<file path="config.mk">
export PLATFORM = sky130hd
export DESIGN_NAME = data_mem_arbiter
export DESIGN_NICKNAME = d
export VERILOG_FILES = /design/src/rtl/mem_arb_pkg.sv /design/src/rtl/rr_arbiter_2.sv /design/src/rtl/data_mem_arbiter.sv
export SDC_FILE = /design/constraint.sdc
export NUM_CORES = 1
export LEC_CHECK = 0
export ABC_CLOCK_PERIOD_IN_PS = 5100
export CAP_MARGIN = 20
export CORE_MARGIN = 4
export CORE_UTILIZATION = 37
export CTS_BUF_LIST = sky130_fd_sc_hd__clkbuf_8 sky130_fd_sc_hd__clkbuf_16
export CTS_CLUSTER_DIAMETER = 50
export CTS_CLUSTER_SIZE = 8
export DETAILED_ROUTE_END_ITERATION = 12
export GPL_ROUTABILITY_DRIVEN = 1
export PLACE_DENSITY_LB_ADDON = 0.2
export SLEW_MARGIN = 20
export SYNTH_ARGS = -nofsm -noshare
export SYNTH_HDL_FRONTEND = slang
export SYNTH_HIERARCHICAL = 1
export SYNTH_SLANG_ARGS = --single-unit
export TNS_END_PERCENT = 10
</file>
<file path="constraint.sdc">
create_clock -name clk -period 5.1 [get_ports clk]
set_clock_uncertainty 0.05 [all_clocks]
set_input_delay 1.02 -clock clk [delete_from_list [all_inputs] [get_ports clk]]
set_output_delay 1.02 -clock clk [all_outputs]
set_load 0.1 [all_outputs]
</file>
<file path="src/rtl/mem_arb_pkg.sv">
// Shared types and helpers for the data-memory arbiter.
package mem_arb_pkg;

  // Access sequencer states.
  typedef enum logic [1:0] {
    IDLE    = 2'd0,
    ACCESS  = 2'd1,
    RECOVER = 2'd2,
    DONE    = 2'd3
  } arb_state_t;

  // First byte address past the data region.
  localparam logic [31:0] DATA_LIMIT_DEFAULT = 32'h0000_3000;

  // Rejects misaligned words and anything outside the data region.
  function automatic logic addr_bad(input logic [31:0] addr, input logic [31:0] limit);
    return (addr[1:0] != 2'b00) || (addr >= limit);
  endfunction

endpackage

</file>
<file path="src/rtl/rr_arbiter_2.sv">
// Two-way round-robin pick: when both request, favour the one not granted last.
module rr_arbiter_2 (
  input  logic [1:0] valid,
  input  logic       last_grant,
  output logic       grant,
  output logic       any_valid
);

  // Pure combinational selection; the caller owns the last_grant register.
  always_comb begin
    any_valid = |valid;
    grant     = 1'b0;
    case (valid)
      2'b11:   grant = ~last_grant;
      2'b10:   grant = 1'b1;
      default: grant = 1'b0;
    endcase
  end

endmodule

</file>
<file path="src/rtl/data_mem_arbiter.sv">
// Shares the data port of the unified instruction/data memory between the
// CPU load/store stage (req0) and the DMA/debug loader (req1). Each access is
// a fixed-length strobe window followed by one deasserted recovery cycle so
// that every write sees a fresh rising edge.
// Optional build macro: MEM_ARB_STATS_EN adds grant/error counters.
module data_mem_arbiter
  import mem_arb_pkg::*;
#(
  parameter int          ACCESS_CYCLES = 2,
  parameter logic [31:0] DATA_LIMIT    = DATA_LIMIT_DEFAULT
) (
  input  logic        clk,
  input  logic        reset,
  input  logic        req0_valid,
  input  logic        req0_write,
  input  logic [31:0] req0_addr,
  input  logic [31:0] req0_wdata,
  output logic        req0_ready,
  output logic        req0_done,
  output logic        req0_err,
  output logic [31:0] req0_rdata,
  input  logic        req1_valid,
  input  logic        req1_write,
  input  logic [31:0] req1_addr,
  input  logic [31:0] req1_wdata,
  output logic        req1_ready,
  output logic        req1_done,
  output logic        req1_err,
  output logic [31:0] req1_rdata,
  output logic [31:0] mem_addr,
  output logic [31:0] mem_wdata,
  output logic        mem_read,
  output logic        mem_write,
  input  logic [31:0] mem_rdata,
  output logic        busy
`ifdef MEM_ARB_STATS_EN
  ,
  output logic [15:0] gnt_cnt0,
  output logic [15:0] gnt_cnt1,
  output logic [15:0] err_cnt
`endif
);

  localparam logic [3:0] CNT_INIT = 4'(ACCESS_CYCLES - 1);

  arb_state_t  state_reg, state_next;
  logic [3:0]  cnt_reg, cnt_next;
  logic        accept;
  logic        access_end;

  logic [1:0]  valid_vec;
  logic [1:0]  write_vec;
  logic [31:0] addr_vec  [2];
  logic [31:0] wdata_vec [2];
  logic        grant, any_valid;
  logic        sel_write, sel_bad;
  logic [31:0] sel_addr, sel_wdata;

  logic        owner_reg, last_grant_reg, wr_reg;
  logic [31:0] addr_reg, wdata_reg;
  logic        mem_read_reg, mem_write_reg;

  logic [1:0]  ready_vec, done_vec, err_vec;
  logic [31:0] rdata_vec [2];

  assign valid_vec    = {req1_valid, req0_valid};
  assign write_vec    = {req1_write, req0_write};
  assign addr_vec[0]  = req0_addr;
  assign addr_vec[1]  = req1_addr;
  assign wdata_vec[0] = req0_wdata;
  assign wdata_vec[1] = req1_wdata;

  rr_arbiter_2 u_rr (
    .valid      (valid_vec),
    .last_grant (last_grant_reg),
    .grant      (grant),
    .any_valid  (any_valid)
  );

  assign sel_write  = write_vec[grant];
  assign sel_addr   = addr_vec[grant];
  assign sel_wdata  = wdata_vec[grant];
  assign sel_bad    = addr_bad(sel_addr, DATA_LIMIT);
  assign access_end = (state_reg == ACCESS) && (cnt_reg == 4'd0);

  // State and window counter register.
  always_ff @(posedge clk or posedge reset) begin
    if (reset) begin
      state_reg <= IDLE;
      cnt_reg   <= 4'd0;
    end else begin
      state_reg <= state_next;
      cnt_reg   <= cnt_next;
    end
  end

  // Next-state logic; requests are only looked at while idle.
  always_comb begin
    state_next = state_reg;
    cnt_next   = cnt_reg;
    accept     = 1'b0;
    case (state_reg)
      IDLE: begin
        if (any_valid) begin
          accept = 1'b1;
          if (sel_bad) begin
            state_next = DONE;
          end else begin
            state_next = ACCESS;
            cnt_next   = CNT_INIT;
          end
        end
      end
      ACCESS: begin
        if (cnt_reg == 4'd0) state_next = RECOVER;
        else                 cnt_next   = cnt_reg - 4'd1;
      end
      RECOVER: state_next = DONE;
      DONE:    state_next = IDLE;
      default: state_next = IDLE;
    endcase
  end

  // Latches the accepted request and drives registered memory strobes.
  // Address/data are only reloaded on a good accept so they never move
  // inside a strobe window.
  always_ff @(posedge clk or posedge reset) begin
    if (reset) begin
      owner_reg      <= 1'b0;
      last_grant_reg <= 1'b1;
      wr_reg         <= 1'b0;
      addr_reg       <= '0;
      wdata_reg      <= '0;
      mem_read_reg   <= 1'b0;
      mem_write_reg  <= 1'b0;
    end else if (accept) begin
      owner_reg      <= grant;
      last_grant_reg <= grant;
      wr_reg         <= sel_write;
      if (!sel_bad) begin
        addr_reg      <= sel_addr;
        wdata_reg     <= sel_wdata;
        mem_write_reg <= sel_write;
        mem_read_reg  <= ~sel_write;
      end
    end else if (access_end) begin
      mem_read_reg  <= 1'b0;
      mem_write_reg <= 1'b0;
    end
  end

  // Per-requester handshake and result registers; a requester's results only
  // move when it owns the current transaction.
  genvar gi;
  generate
    for (gi = 0; gi < 2; gi++) begin : g_req
      logic        ready_reg, done_reg, err_reg;
      logic [31:0] rdata_reg;
      logic        mine_now, mine_owner;

      assign mine_now   = (grant == 1'(gi));
      assign mine_owner = (owner_reg == 1'(gi));

      // Ready on accept, done on leaving RECOVER or straight after a rejected accept.
      always_ff @(posedge clk or posedge reset) begin
        if (reset) begin
          ready_reg <= 1'b0;
          done_reg  <= 1'b0;
          err_reg   <= 1'b0;
          rdata_reg <= '0;
        end else begin
          ready_reg <= accept && mine_now;
          done_reg  <= (accept && sel_bad && mine_now) ||
                       ((state_reg == RECOVER) && mine_owner);
          if (accept && sel_bad && mine_now) begin
            err_reg   <= 1'b1;
            rdata_reg <= '0;
          end else if ((state_reg == RECOVER) && mine_owner) begin
            err_reg <= 1'b0;
          end
          if (access_end && !wr_reg && mine_owner) rdata_reg <= mem_rdata;
        end
      end

      assign ready_vec[gi] = ready_reg;
      assign done_vec[gi]  = done_reg;
      assign err_vec[gi]   = err_reg;
      assign rdata_vec[gi] = rdata_reg;
    end
  endgenerate

  assign req0_ready = ready_vec[0];
  assign req1_ready = ready_vec[1];
  assign req0_done  = done_vec[0];
  assign req1_done  = done_vec[1];
  assign req0_err   = err_vec[0];
  assign req1_err   = err_vec[1];
  assign req0_rdata = rdata_vec[0];
  assign req1_rdata = rdata_vec[1];
  assign mem_addr   = addr_reg;
  assign mem_wdata  = wdata_reg;
  assign mem_read   = mem_read_reg;
  assign mem_write  = mem_write_reg;
  assign busy       = (state_reg != IDLE);

`ifdef MEM_ARB_STATS_EN
  logic [15:0] gnt_cnt0_reg, gnt_cnt1_reg, err_cnt_reg;

  // Saturating grant and error counters.
  always_ff @(posedge clk or posedge reset) begin
    if (reset) begin
      gnt_cnt0_reg <= '0;
      gnt_cnt1_reg <= '0;
      err_cnt_reg  <= '0;
    end else begin
      if (ready_vec[0] && (gnt_cnt0_reg != 16'hFFFF)) gnt_cnt0_reg <= gnt_cnt0_reg + 16'd1;
      if (ready_vec[1] && (gnt_cnt1_reg != 16'hFFFF)) gnt_cnt1_reg <= gnt_cnt1_reg + 16'd1;
      if (((done_vec & err_vec) != 2'b00) && (err_cnt_reg != 16'hFFFF))
        err_cnt_reg <= err_cnt_reg + 16'd1;
    end
  end

  assign gnt_cnt0 = gnt_cnt0_reg;
  assign gnt_cnt1 = gnt_cnt1_reg;
  assign err_cnt  = err_cnt_reg;
`endif

endmodule
</file>
; ---- Yosys cells after proc, flatten, opt, wreduce, memory -nomap -nowiden
; Index checks and enable logic that the tools add are counted.
[word_totals]
register_bits = 145
inputBits = 166
output_inout_bits = 137
elab_cells = 99
[op_classes]
addsub = 1
n_lt_le_gt_ge = 3
n_eq_ne = 10
mux = 32
n_bitwise = 6
n_reduce_logical = 30
[ops]
columns = operator, n
row1 = $mux 32, 10
row2 = $ge 32x14->1 const B, 1
row3 = $reduce_bool 2->1, 8
row4 = $mux 1, 13
row5 = $mux 4, 3
row6 = $logic_and 1x1->1, 11
row7 = $eq 2x2->1 const B, 4
row8 = $ne 2x2->1 const B, 4
row9 = $pmux 2 s4, 1
row10 = $pmux 4 s2, 1
row11 = $mux 2, 3
row12 = $reduce_and 2->1, 3
row13 = $not 1->1, 5
row14 = $logic_not 4->1, 1
row15 = $reduce_and 4->1, 1
row16 = $sub 4x1->4 const B, 1
row17 = $logic_or 1x1->1, 3
row18 = $eq 2x1->1 const B, 1
row19 = $ge 2x2->1 const B, 1
row20 = $logic_not 2->1, 1
row21 = $lt 1x2->1 const B, 1
row22 = $ne 2x1->1 const B, 1
row23 = $not 1->2, 1
row24 = $pmux 1 s2, 1
row25 = other kinds (2), 2

; ---- Longest topological paths before layout
[logic_depth]
depth_word = 12
depth_mapped = 9
ltp_nobuf = 7

; ---- Cells and area by module
; Netlist, hierarchy kept.
[modules_own_cells]
columns = mod, n_inst, cells_each, area_per_inst_um2, seq_area_each_um2
row1 = data_mem_arbiter, 1, 550, 6058.3, 3629.7
row2 = rr_arbiter_2, 1, 2, 13.8, 0.0

; ---- Least setup slack after synthesis
; Ideal clock, no wire load.
[synth_path]
kind = in2reg
start = input req1_valid
end = register cnt_reg[0]
setup_ns = 0.125
t_arrival_ns = 2.880
required_time_ns = 4.925
slack_ns = 2.045
path_stages = 7
path_buffers = 1
path_cell_list = a21boi_0 > buf_6 > or4b_1 > o22a_2 > a211o_4 > a21oi_2 > mux2_2
[synth_via]
elab_chain_len = 10
elab_cells_between_ends = 14
classes_between = order compare (1) / eq/ne (4) / mux (4) / bitwise (1) / reduce/logical (4)
[synth_rtl]
columns = element, line
row1 = from (decl), data_mem_arbiter.sv:22  ; input logic req1_valid,
row2 = $eq 2x2->1, rr_arbiter_2.sv:13  ; case (valid)
row3 = $pmux 1 s2, rr_arbiter_2.sv:13
row4 = $not 1->2 (not written as such), data_mem_arbiter.sv:81  ; assign sel_addr = addr_vec[grant];
row5 = $mux 32 (not written as such) (3 in a row), data_mem_arbiter.sv:81
row6 = $ge 32x14->1 or $reduce_bool 2->1 (tied branches), mem_arb_pkg.sv:17  ; return (addr[1:0] != 2'b00) || (addr >= limit);
row7 = $logic_or 1x1->1, mem_arb_pkg.sv:17
row8 = $ne 2x2->1 (no source line), n/a
row9 = $reduce_and 4->1 (no source line) *, n/a
row10 = to (signal assigned), data_mem_arbiter.sv:93  ; cnt_reg <= cnt_next;
row11 = to (decl), data_mem_arbiter.sv:47  ; logic [3:0] cnt_reg, cnt_next;
; Every way passes the cells marked *; elsewhere a longest branch is shown, timed or not. The select of a mux whose other input is x is not followed.
; A chain may end at the register's enable or synchronous reset.

; ---- Worst setup path in the final report
[layout_path]
start = register state_reg[1]
end = output busy
[layout_via]
elab_chain_len = 1
[layout_rtl]
columns = element, line
row1 = from (decl), data_mem_arbiter.sv:46  ; arb_state_t state_reg, state_next;
row2 = from (signal assigned), data_mem_arbiter.sv:92  ; state_reg <= state_next;
row3 = $reduce_bool 2->1, data_mem_arbiter.sv:204  ; assign busy = (state_reg != IDLE);
row4 = to (decl), data_mem_arbiter.sv:35  ; output logic busy
; No other way between the ends.

==> results by group <==
Die
  – Rows: between 40 and 50
  – Starting Density: 0.379
  – Core area: approximately 16000 um2
  – Die width: 136 um
  – Die height: 136 um
  – I/O pin count: about 300
  – Die area: ~19000 um2

Routing
  – Post-DR wirelength/cell: between 15 and 20 um
  – ANT nets after route: 0
  – Pre-antenna DRT Iters: 5
  – DRC Markers: 0
  – Via/cell ratio: around 5.0
  – Iteration-0 DRC Markers: between 200 and 300
  – DRT Wirelength: a little over 20 mm
  – Via count: around 5400

Finish
  – Share of layout cells above drive strength 1: 0.0627
  – Diode count: 0
  – P&R area growth vs syn: 63.4%
  – Layout Nets: slightly above 1000

Logic synthesis
  – Area contributors post-synth: dfrtp_1, mux2i_1, a22o_1
  – Synth Net Count: between 700 and 800
  – Mean area per synthesized cell: approximately 11 um2
  – Register area share after synthesis: 0.598
  – Netlist Area Pre-Place: between 6000 and 7000 um2
  – Post-synth EDFFs: 0
  – Async set-reset flop share out of synthesis: 1.00
  – Area fraction of the dominant cell type after synthesis: 0.593
  – Warnings from Yosys: 6
  – Most frequent cell after synthesis: dfrtp_1
  – Library cells used by synthesis: 45
  – Cell count after synthesis: between 500 and 600
  – List of most frequent post-synthesis cells: dfrtp_1, nand2_1, nor2_1
  – Top cell type by total area after synthesis: dfrtp_1
  – Yosys reg bits: roughly 150
  – Leading register cell type out of synthesis: dfrtp_1

Clocking
  – # clock sinks: 145
  – CTS max path bufs: 2
  – Post-CTS resize count: 0
  – Skew-Pair Late Insertion Delay: between 0.4 and 0.5 ns
  – CTS tree: built
  – H-Tree Depth: 4
  – Setup Buffers After CTS: 0
  – Clk root buf: clkbuf_16
  – Cts hold-fix bufs: 0
  – CTS clk-pin slew, worst paths: 0.06 ns
  – CTS Buf Count: 17

Global routing
  – Number of global-route vias before repair: around 5700
  – GRT overflow: 0
  – Largest net degree at the start of global routing: 65
  – First-pass GRT wire length: 30.9 mm
  – GRT Resource Usage Total: 0.216
  – Initial antenna violation count: 0

Min path
  – Hold Path Class: flop to flop

STA
  – Setup violators final: 0
  – RSZ-0062 raised after global routing: no
  – Final hold violations: 0
  – Least-Margin Pin Slew: ~1.1 ns
  – Final Max Slew Viols: 0
  – Slew margin rel.: 0.294
  – Fmax: 276 MHz
  – Setup TNS: 0 ns
  – Final min period: around 3.6 ns
  – Tcrit/Tclk final: 0.709
  – Final WS setup: 1.48 ns

Critical path
  – CP endpoint kind: output pin
  – CP startpoint kind: flop
  – Crit path DAT: 2.55 ns
  – CP max FO: 7
  – Setup slack, reg-to-reg: roughly 2.2 ns
  – Worst endpoint required time: just over 4 ns
  – WS Path Type: flop to output pin

Flow run
  – Max-cap violations: 0

Power and ir drop
  – Peak VDD IR: a little over 700 uV
  – PD cells: between 600 and 700 nW/um2
  – Leak pwr: ~4.4 nW

Placed design
  – GP Congestion: roughly 0.8
  – Dpl hpwl: roughly 15 mm
  – DP Worst Slack: approximately 1.1 ns
  – # port buffers: slightly above 300

Outcome
  – Status: finished clean
kinds of logic (layout without fill, tap and decap cells):
group | count (synthesis) | after routing | synth area share
flops | 145 | 145 | 0.598
fa+ha+maj | 4 | 4 | 0.00824
compound gates | 137 | 137 | 0.150
buf+inv | 43 | 352 | 0.0363
simple gates | 176 | 176 | 0.130
mux | 47 | 47 | 0.0777
worst max-delay path, cell delays in order, from the launching register on:
cell	delay, ns
dfrtp_1	0.38
inv_1	0.09
ha_1	0.27
inv_1	0.21
clkdlybuf4s50_1	1.19
path summary, 6_finish.rpt:
check,to,cells after the start,start
max in group asynchronous,req1_rdata[16],3,reset
worst min-delay path,req0_err,2,req0_err
min in group asynchronous,req0_rdata[0],2,reset
worst max register to register,req0_rdata[0],6,last_grant_reg
worst min register to register,req0_err,2,req0_err
worst max-delay path,busy,4,state_reg[1]
metrics by stage:
stage	instances	instance area (um2)	total power [mW]	hold slack, ns	utilization
6_report	1077	9920	6.16	0.430	0.620
4_1_cts	1077	9920	6.21	0.444	0.620
5_1_grt	1077	9920	6.39	0.466	0.620
3_3_place_gp	1045	9270	4.78	0.417	0.580
3_5_place_dp	1045	9270	4.82	0.429	0.580
2_1_floorplan	552	6070	3.98	0.436	-
report_power, final:
part           switching, mW  leakage, nW  internal [mW]  total [mW]
logic                   2.40         2.08          0.785        3.18
registers              0.192         1.99           1.43        1.62
clock network          0.481        0.316          0.880        1.36
final cells by class:
class / instances / area (um2)
timing repair buffer: 311 / 3090
fill: 1299 / 6080
clock inverter: 14 / 211
tap: 216 / 270
multi-input combinational: 364 / 2240
clock buffer: 18 / 439
inverter: 9 / 38.8
sequential: 145 / 3630
metal layers:
layer  global-route usage  up-vias  part of all wire
met5                    0        -                 0
met4               0.0594        0             0.014
met1                0.270     2626              0.40
met2                0.359      243              0.49
met3               0.0714       24             0.094
li1                     -     2517                 -
cell usage in the layout (no fill, tap or decap), drive strengths merged, types with 4 or more instances in the layout:
master	n
clkdlybuf4s50	302
dfrtp	144
nand2	78
nor2	49
a21oi	48
mux2i	46
o21ai	35
a22o	34
nor2b	20
clkbuf	18
inv	10
buf	9
nor3	8
nor4	6
clkinv	6
bufinv	5
ha	4
Power figures use the tool's default switching activity.
